`config.mk`:
```
export PLATFORM = sky130hd
export DESIGN_NAME = uart_autobaud_ctrl
export DESIGN_NICKNAME = d
export VERILOG_FILES = /design/src/rtl/uart_pkg.sv /design/src/rtl/uart_rx_edge_det.sv /design/src/rtl/uart_autobaud_ctrl.sv
export SDC_FILE = /design/constraint.sdc
export NUM_CORES = 1
export LEC_CHECK = 0
export ABC_AREA = 1
export ABC_CLOCK_PERIOD_IN_PS = 5300
export BUFFER_PORTS_ARGS = -buffer_cell sky130_fd_sc_hd__buf_2
export CORE_MARGIN = 5
export CORE_UTILIZATION = 50
export DETAILED_ROUTE_END_ITERATION = 10
export PLACE_DENSITY = 0.65
export SLEW_MARGIN = 20
export SYNTH_ARGS = -nofsm -noshare
export SYNTH_HDL_FRONTEND = slang
export SYNTH_SLANG_ARGS = --single-unit
```
`constraint.sdc`:
```
create_clock -name clk -period 5.3 [get_ports clk]
set_clock_uncertainty 0.05 [all_clocks]
set_input_delay 1.06 -clock clk [delete_from_list [all_inputs] [get_ports clk]]
set_output_delay 1.06 -clock clk [all_outputs]
set_load 0.01 [all_outputs]
```
`src/rtl/uart_pkg.sv`:
```
// Shared UART definitions: autobaud FSM states, error codes and sync pattern constants.
package uart_pkg;

  localparam int unsigned BAUD_W     = 13;
  localparam int unsigned FRAC_W     = 3;
  localparam int unsigned EDGE_IDX_W = 3;

  // Falling edges in a 0x55 character: start bit plus four 1->0 data transitions
  localparam int unsigned SYNC_EDGES = 5;

  typedef enum logic [2:0] {
    ST_IDLE,
    ST_WAIT_EDGE,
    ST_MEASURE,
    ST_CALC,
    ST_APPLY,
    ST_ERR
  } ab_state_t;

  localparam logic [1:0] ERR_NONE    = 2'd0;
  localparam logic [1:0] ERR_TIMEOUT = 2'd1;
  localparam logic [1:0] ERR_PATTERN = 2'd2;
  localparam logic [1:0] ERR_RANGE   = 2'd3;

endpackage

```
`src/rtl/uart_rx_edge_det.sv`:
```
// Two-flop synchronizer for the asynchronous rx line plus a registered falling-edge strobe.
module uart_rx_edge_det (
  input  logic clk,
  input  logic aresetn,
  input  logic rx,
  output logic fall_stb
);

  // sync_q[1:0] is the synchronizer, sync_q[2] holds the previous synchronized value
  logic [2:0] sync_q;

  // Synchronize rx and flag a 1->0 transition; the line idles high
  always_ff @(posedge clk or negedge aresetn) begin
    if (!aresetn) begin
      sync_q   <= 3'b111;
      fall_stb <= 1'b0;
    end else begin
      sync_q   <= {sync_q[1:0], rx};
      fall_stb <= sync_q[2] & ~sync_q[1];
    end
  end

endmodule

```
`src/rtl/uart_autobaud_ctrl.sv`:
```
// Autobaud / configuration controller: measures a 0x55 sync character, derives the
// baud divisor and fraction, accepts software writes, and commits on xmit_pulse.
module uart_autobaud_ctrl
  import uart_pkg::*;
#(
  parameter int unsigned FRCTN_EN       = 1,
  parameter logic [12:0] RESET_BAUD_VAL = 13'd26,
  parameter int unsigned CNT_W          = 20
) (
  input  logic                clk,
  input  logic                aresetn,
  input  logic                rx,
  input  logic                autobaud_start,
  input  logic                abort,
  input  logic                cfg_wr,
  input  logic [BAUD_W-1:0]   cfg_baud_val,
  input  logic [FRAC_W-1:0]   cfg_fraction,
  input  logic                xmit_pulse,
  output logic [BAUD_W-1:0]   baud_val,
  output logic [FRAC_W-1:0]   baud_fraction,
  output logic                busy,
  output logic                done,
  output logic                err,
  output logic [1:0]          err_code
);

  localparam int unsigned QW = CNT_W - 7;
  localparam int unsigned IW = CNT_W + 1;

  ab_state_t              state;
  logic [CNT_W-1:0]       t_cnt;
  logic [CNT_W-1:0]       t_prev;
  logic [CNT_W-1:0]       i1;
  logic [EDGE_IDX_W-1:0]  edge_idx;
  logic [BAUD_W-1:0]      shadow_val;
  logic [FRAC_W-1:0]      shadow_frac;
  logic [1:0]             err_pend;
  logic                   fall_stb;

  logic [CNT_W-1:0]       t_nxt_c;
  logic [CNT_W-1:0]       ik_c;
  logic [IW-1:0]          lo_c;
  logic [IW-1:0]          hi_c;
  logic                   ik_ok_c;
  logic                   t_full_c;
  logic [CNT_W-1:0]       tr_c;
  logic [QW-1:0]          q_c;
  logic                   range_bad_c;
  logic [BAUD_W-1:0]      div_c;
  logic [FRAC_W-1:0]      frac_c;

  uart_rx_edge_det u_edge_det (
    .clk      (clk),
    .aresetn  (aresetn),
    .rx       (rx),
    .fall_stb (fall_stb)
  );

  // Interval window check: current interval must lie within I1 +/- I1/4
  always_comb begin
    t_nxt_c  = t_cnt + CNT_W'(1);
    ik_c     = t_nxt_c - t_prev;
    lo_c     = IW'(i1) - IW'(i1 >> 2);
    hi_c     = IW'(i1) + IW'(i1 >> 2);
    ik_ok_c  = (IW'(ik_c) >= lo_c) && (IW'(ik_c) <= hi_c);
    t_full_c = &t_cnt;
  end

  // Divisor arithmetic: T spans 8 bit times, so T/128 is the 16x-oversampled divisor
  always_comb begin
    tr_c        = t_cnt + CNT_W'((FRCTN_EN != 0) ? 8 : 64);
    q_c         = QW'(tr_c >> 7);
    range_bad_c = (q_c == '0) || (32'(q_c) > 32'd8192);
    div_c       = BAUD_W'(32'(q_c) - 32'd1);
    frac_c      = (FRCTN_EN != 0) ? FRAC_W'(tr_c >> 4) : '0;
  end

  // Autobaud FSM with measurement counter and registered outputs
  always_ff @(posedge clk or negedge aresetn) begin
    if (!aresetn) begin
      state         <= ST_IDLE;
      t_cnt         <= '0;
      t_prev        <= '0;
      i1            <= '0;
      edge_idx      <= '0;
      shadow_val    <= '0;
      shadow_frac   <= '0;
      err_pend      <= ERR_NONE;
      baud_val      <= RESET_BAUD_VAL;
      baud_fraction <= '0;
      busy          <= 1'b0;
      done          <= 1'b0;
      err           <= 1'b0;
      err_code      <= ERR_NONE;
    end else begin
      done <= 1'b0;
      err  <= 1'b0;
      if (abort) begin
        state <= ST_IDLE;
        busy  <= 1'b0;
      end else begin
        case (state)
          ST_IDLE: begin
            if (autobaud_start) begin
              state    <= ST_WAIT_EDGE;
              busy     <= 1'b1;
              t_cnt    <= '0;
              err_code <= ERR_NONE;
            end else if (cfg_wr) begin
              shadow_val  <= cfg_baud_val;
              shadow_frac <= cfg_fraction;
              state       <= ST_APPLY;
              busy        <= 1'b1;
            end
          end
          ST_WAIT_EDGE: begin
            if (t_full_c) begin
              err_pend <= ERR_TIMEOUT;
              state    <= ST_ERR;
            end else if (fall_stb) begin
              state    <= ST_MEASURE;
              t_cnt    <= '0;
              t_prev   <= '0;
              edge_idx <= EDGE_IDX_W'(1);
            end else begin
              t_cnt <= t_nxt_c;
            end
          end
          ST_MEASURE: begin
            t_cnt <= t_nxt_c;
            if (t_full_c) begin
              err_pend <= ERR_TIMEOUT;
              state    <= ST_ERR;
            end else if (fall_stb) begin
              edge_idx <= edge_idx + EDGE_IDX_W'(1);
              t_prev   <= t_nxt_c;
              if (edge_idx == EDGE_IDX_W'(1)) begin
                i1 <= t_nxt_c;
              end else if (!ik_ok_c) begin
                err_pend <= ERR_PATTERN;
                state    <= ST_ERR;
              end else if (edge_idx == EDGE_IDX_W'(SYNC_EDGES - 1)) begin
                state <= ST_CALC;
              end
            end
          end
          ST_CALC: begin
            if (range_bad_c) begin
              err_pend <= ERR_RANGE;
              state    <= ST_ERR;
            end else begin
              shadow_val  <= div_c;
              shadow_frac <= frac_c;
              state       <= ST_APPLY;
            end
          end
          ST_APPLY: begin
            if (xmit_pulse) begin
              baud_val      <= shadow_val;
              baud_fraction <= shadow_frac;
              done          <= 1'b1;
              state         <= ST_IDLE;
              busy          <= 1'b0;
            end
          end
          ST_ERR: begin
            err      <= 1'b1;
            err_code <= err_pend;
            state    <= ST_IDLE;
            busy     <= 1'b0;
          end
          default: begin
            state <= ST_IDLE;
            busy  <= 1'b0;
          end
        endcase
      end
    end
  end

endmodule

```
==> parameters.txt <==
Parameter                              Value

Drt
  Final WL ... 23.00 mm
  Residual antenna-violating net count after detailed routing ... 0
  Routed length per placed instance ... 15.31 µm
  Detailed-route via count ... 7975
  First DRT Iteration DRCs ... 502
  Average via count per standard cell ... 5.310
  First-pass iteration count of the detailed router ... 5
  Detailed-route DRC error count ... 0

Floorplan
  Chip width ... 145.0 µm
  Height of the die ... 145.0 µm
  Starting utilization of the core area ... 50.76%
  Area inside the core boundary ... 17960 µm²
  DIE AREA ... 21040 µm²
  Cell Rows ... 49
  I/O pin total ... 44

Yosys
  Post-synthesis async set-or-reset flop share ... 100.0%
  Cells taking the most area after synthesis ... sky130_fd_sc_hd__dfrtp_1 (28%), sky130_fd_sc_hd__ha_1 (14%), sky130_fd_sc_hd__nand2_1 (11%)
  Ys flop type ... sky130_fd_sc_hd__dfrtp_1
  Yosys reg bits ... 109
  Area share of the largest cell type after synthesis ... 28.27%
  Dominant cell by count in the synthesized netlist ... sky130_fd_sc_hd__nand2_1
  Synth cell count leaders ... sky130_fd_sc_hd__nand2_1 (272), sky130_fd_sc_hd__inv_1 (184), sky130_fd_sc_hd__dfrtp_1 (103), sky130_fd_sc_hd__ha_1 (101), sky130_fd_sc_hd__nor2_1 (89)
  Post-synth EDFFs ... 0
  Netlist area before placement ... 9119 µm²
  Seq/Total Area, Yosys ... 29.99%
  Yosys warning total ... 0
  Post-synth net total ... 1354
  Number of distinct library cells after synthesis ... 53
  Number of instances in the synthesized netlist ... 1227
  Yosys top cell by area ... sky130_fd_sc_hd__dfrtp_1
  Syn Area/Cell ... 7.432 µm²

Setup path
  Crit. path cell count ... 34
  Crit Path Class ... register to register
  CP max-delay cell ... sky130_fd_sc_hd__dfrtp_2
  Critical R2R Launch ... t_cnt[0]
  Required time at the worst-slack endpoint ... 5540 ps
  Family with the most delay on the worst path ... simple AND/OR/NAND/NOR gates
  Minimum setup slack among reg-to-reg paths ... 460 ps
  Type of origin of the critical path ... register
  Origin of the worst setup path ... t_cnt[0]
  Cell occurring most often along the worst timing path ... sky130_fd_sc_hd__nand2_1
  Depth of the worst register-to-register path ... 34
  Largest driver fanout on the critical path ... 7
  Bufs and invs on worst path ... 2
  Biggest cell delay along the critical path ... 420 ps
  FF-to-FF End ... err_pend[1]
  Category of the worst setup path capture point ... register
  Arrival time at the worst endpoint ... 5080 ps
  Worst Setup EP ... err_pend[1]

STA
  Final period demand of the worst path ... 4844 ps
  Highest Clock Rate ... 206.4 MHz
  Final critical-path share of the clock period ... 91.40%
  Endpoints failing setup ... 0
  Slew at the pin with the worst max-slew slack ... 945.5 ps
  Worst slew margin ... 36.97%
  Worst path setup slack after routing ... 455.9 ps
  Number of slew-limit violations in the final report ... 0
  Final-report hold violation count ... 0
  Final total negative setup slack ... 0 ps

Clock network
  H-tree Lvls ... 3
  Number of clock sinks seen by CTS ... 109
  TritonCTS buffer count ... 9
  Root Buffer Master ... sky130_fd_sc_hd__clkbuf_16
  Clock-pin slew reported for the worst setup and hold paths after clock tree synthesis ... 70 ps
  Clock tree buffer depth ... 2
  Hold buffer count at CTS ... 0
  Insertion delay of the later-clocked pin in the worst-skew pair ... 350 ps
  TritonCTS clock tree ... built

Place
  Setup Slack @ Placement ... -44.24 ps
  Port bufs ... 43
  Global placer's final weighted congestion ... 0.9289
  Number of placed cells counting well taps ... 1483
  DP HPWL ... 18.26 mm

Cells and area
  Footprint of the multi-input gates ... 5600 µm²
  Layout filler cell count ... 1733
  Layout cell share with drive strength beyond 1 ... 11.55%
  Non-filler cells, final ... 1502
  Flip-flop and latch area ... 2738 µm²
  Number of nets at the end of the flow ... 1395
  Layout Area Growth over Synthesis ... 9.755%
  Count of antenna diodes in the layout ... 0

Pwr
  Total power density per cell area ... 435.5 nW/µm²
  Pleak ... 5.176 nW
  Worst vdd ir ... 0.2309 mV
  Sum of internal, switching and leakage power ... 4.359 mW

Global route
  Antenna violations before repair ... 0
  Total routing usage reported by global routing ... 21.51%
  Number of global-route vias before repair ... 7515
  Remaining global-route overflow ... 0
  Pin count of the biggest net entering global routing ... 73
  Wire length of the first global-routing pass ... 38.14 mm

Run status
  Run status ... finished clean

Run
  # Max-Cap Violations ... 0

Min path
  Class of the worst hold path ... register to register
-- metal layers --
| layer | GRT usage (%) | wire length, µm | vias to the layer above |
|---|---|---|---|
| met5 | 0 | 0 | - |
| met4 | 4.096 | 297 | 0 |
| met3 | 2.744 | 1282 | 23 |
| met2 | 31.78 | 9909 | 219 |
| met1 | 33.79 | 11510 | 3647 |
| li1 | - | - | 4086 |
-- cells in the final DEF, fill, tap and decap left out, drive strengths merged, types with 4 or more instances in the layout --
cell / instances
a211oi: 4
a21o: 5
a21oi: 75
a31oi: 12
buf: 64
clkbuf: 10
clkinv: 5
dfrtp: 103
dfstp: 6
ha: 101
inv: 190
nand2: 277
nand3: 42
nand4: 19
nor2: 96
nor3: 15
nor4: 7
o211ai: 9
o21ai: 89
o21bai: 5
o22ai: 35
xnor2: 10
xor2: 69
-- per-stage QoR --
step	utilization, %	hold slack (ps)	cell area (µm²)
2_1_floorplan	-	295.2	9119
4_1_cts	55.12	308.7	9902
3_3_place_gp	53.52	296.1	9614
3_5_place_dp	53.52	297.9	9614
5_1_grt	55.72	320.6	10010
6_report	55.72	306.9	10010
-- how the worst min path moves through the flow --
stage	start	endpoint	slack (ps)	cells after the start
floorplan	u_edge_det.sync_q[0]	u_edge_det.sync_q[1]	300	0
global placement	u_edge_det.sync_q[0]	u_edge_det.sync_q[1]	300	0
detailed placement	u_edge_det.sync_q[0]	u_edge_det.sync_q[1]	300	0
CTS	u_edge_det.sync_q[0]	u_edge_det.sync_q[1]	310	0
global route	u_edge_det.sync_q[0]	u_edge_det.sync_q[1]	320	0
finish	u_edge_det.sync_q[0]	u_edge_det.sync_q[1]	310	0
-- power by group --
group,total [mW],internal [mW],switching (mW),leakage (nW)
clock network,0.663,0.336,0.327,0.137
registers,1.17,1.06,0.113,1.42
logic,2.52,0.984,1.54,3.62
-- cells by family after synthesis --
group / after synthesis / synth area share (%)
AND/OR/NAND/NOR: 462 / 22.17
adder cells (fa/ha/maj): 104 / 14.52
AO/OA/AOI/OAI: 247 / 15.92
flip-flops: 109 / 29.99
buffers and inverters: 226 / 9.646
XOR/XNOR: 79 / 7.752
-- cell type report --
| class | count | area share [%] |
|---|---|---|
| multi-input combinational | 892 | 55.96 |
| clock buffer | 10 | 2.388 |
| timing repair buffer | 64 | 3.750 |
| sequential | 109 | 27.35 |
| clock inverter | 6 | 0.4501 |
| inverter | 192 | 7.238 |
| tap | 229 | 2.863 |
-- state kept, by name (all words and copies together) (netlist names), 13 cells and up --
| name | count |
|---|---|
| shadow_val | 13 |
| baud_val | 13 |
| t_prev | 20 |
| i1 | 20 |
| t_cnt | 20 |
-- repair_timing --
item | 4_1_cts | 5_1_grt
pin swaps | 0 | 3
resized for setup | 1 | 23
setup endpoints to repair | 3 | 5
buffers inserted | 0 | 3
-- worst reg2reg max path, delay by kind of cell (launching register included) --
kind	cells	cell delay, ps
AND/OR/NAND/NOR	22	2020
adder cells (fa/ha/maj)	3	830
XOR/XNOR	2	350
flip-flops	1	420
buffers and inverters	2	190
AO/OA/AOI/OAI	5	950
Note: power is estimated with default switching activity, not from simulation.
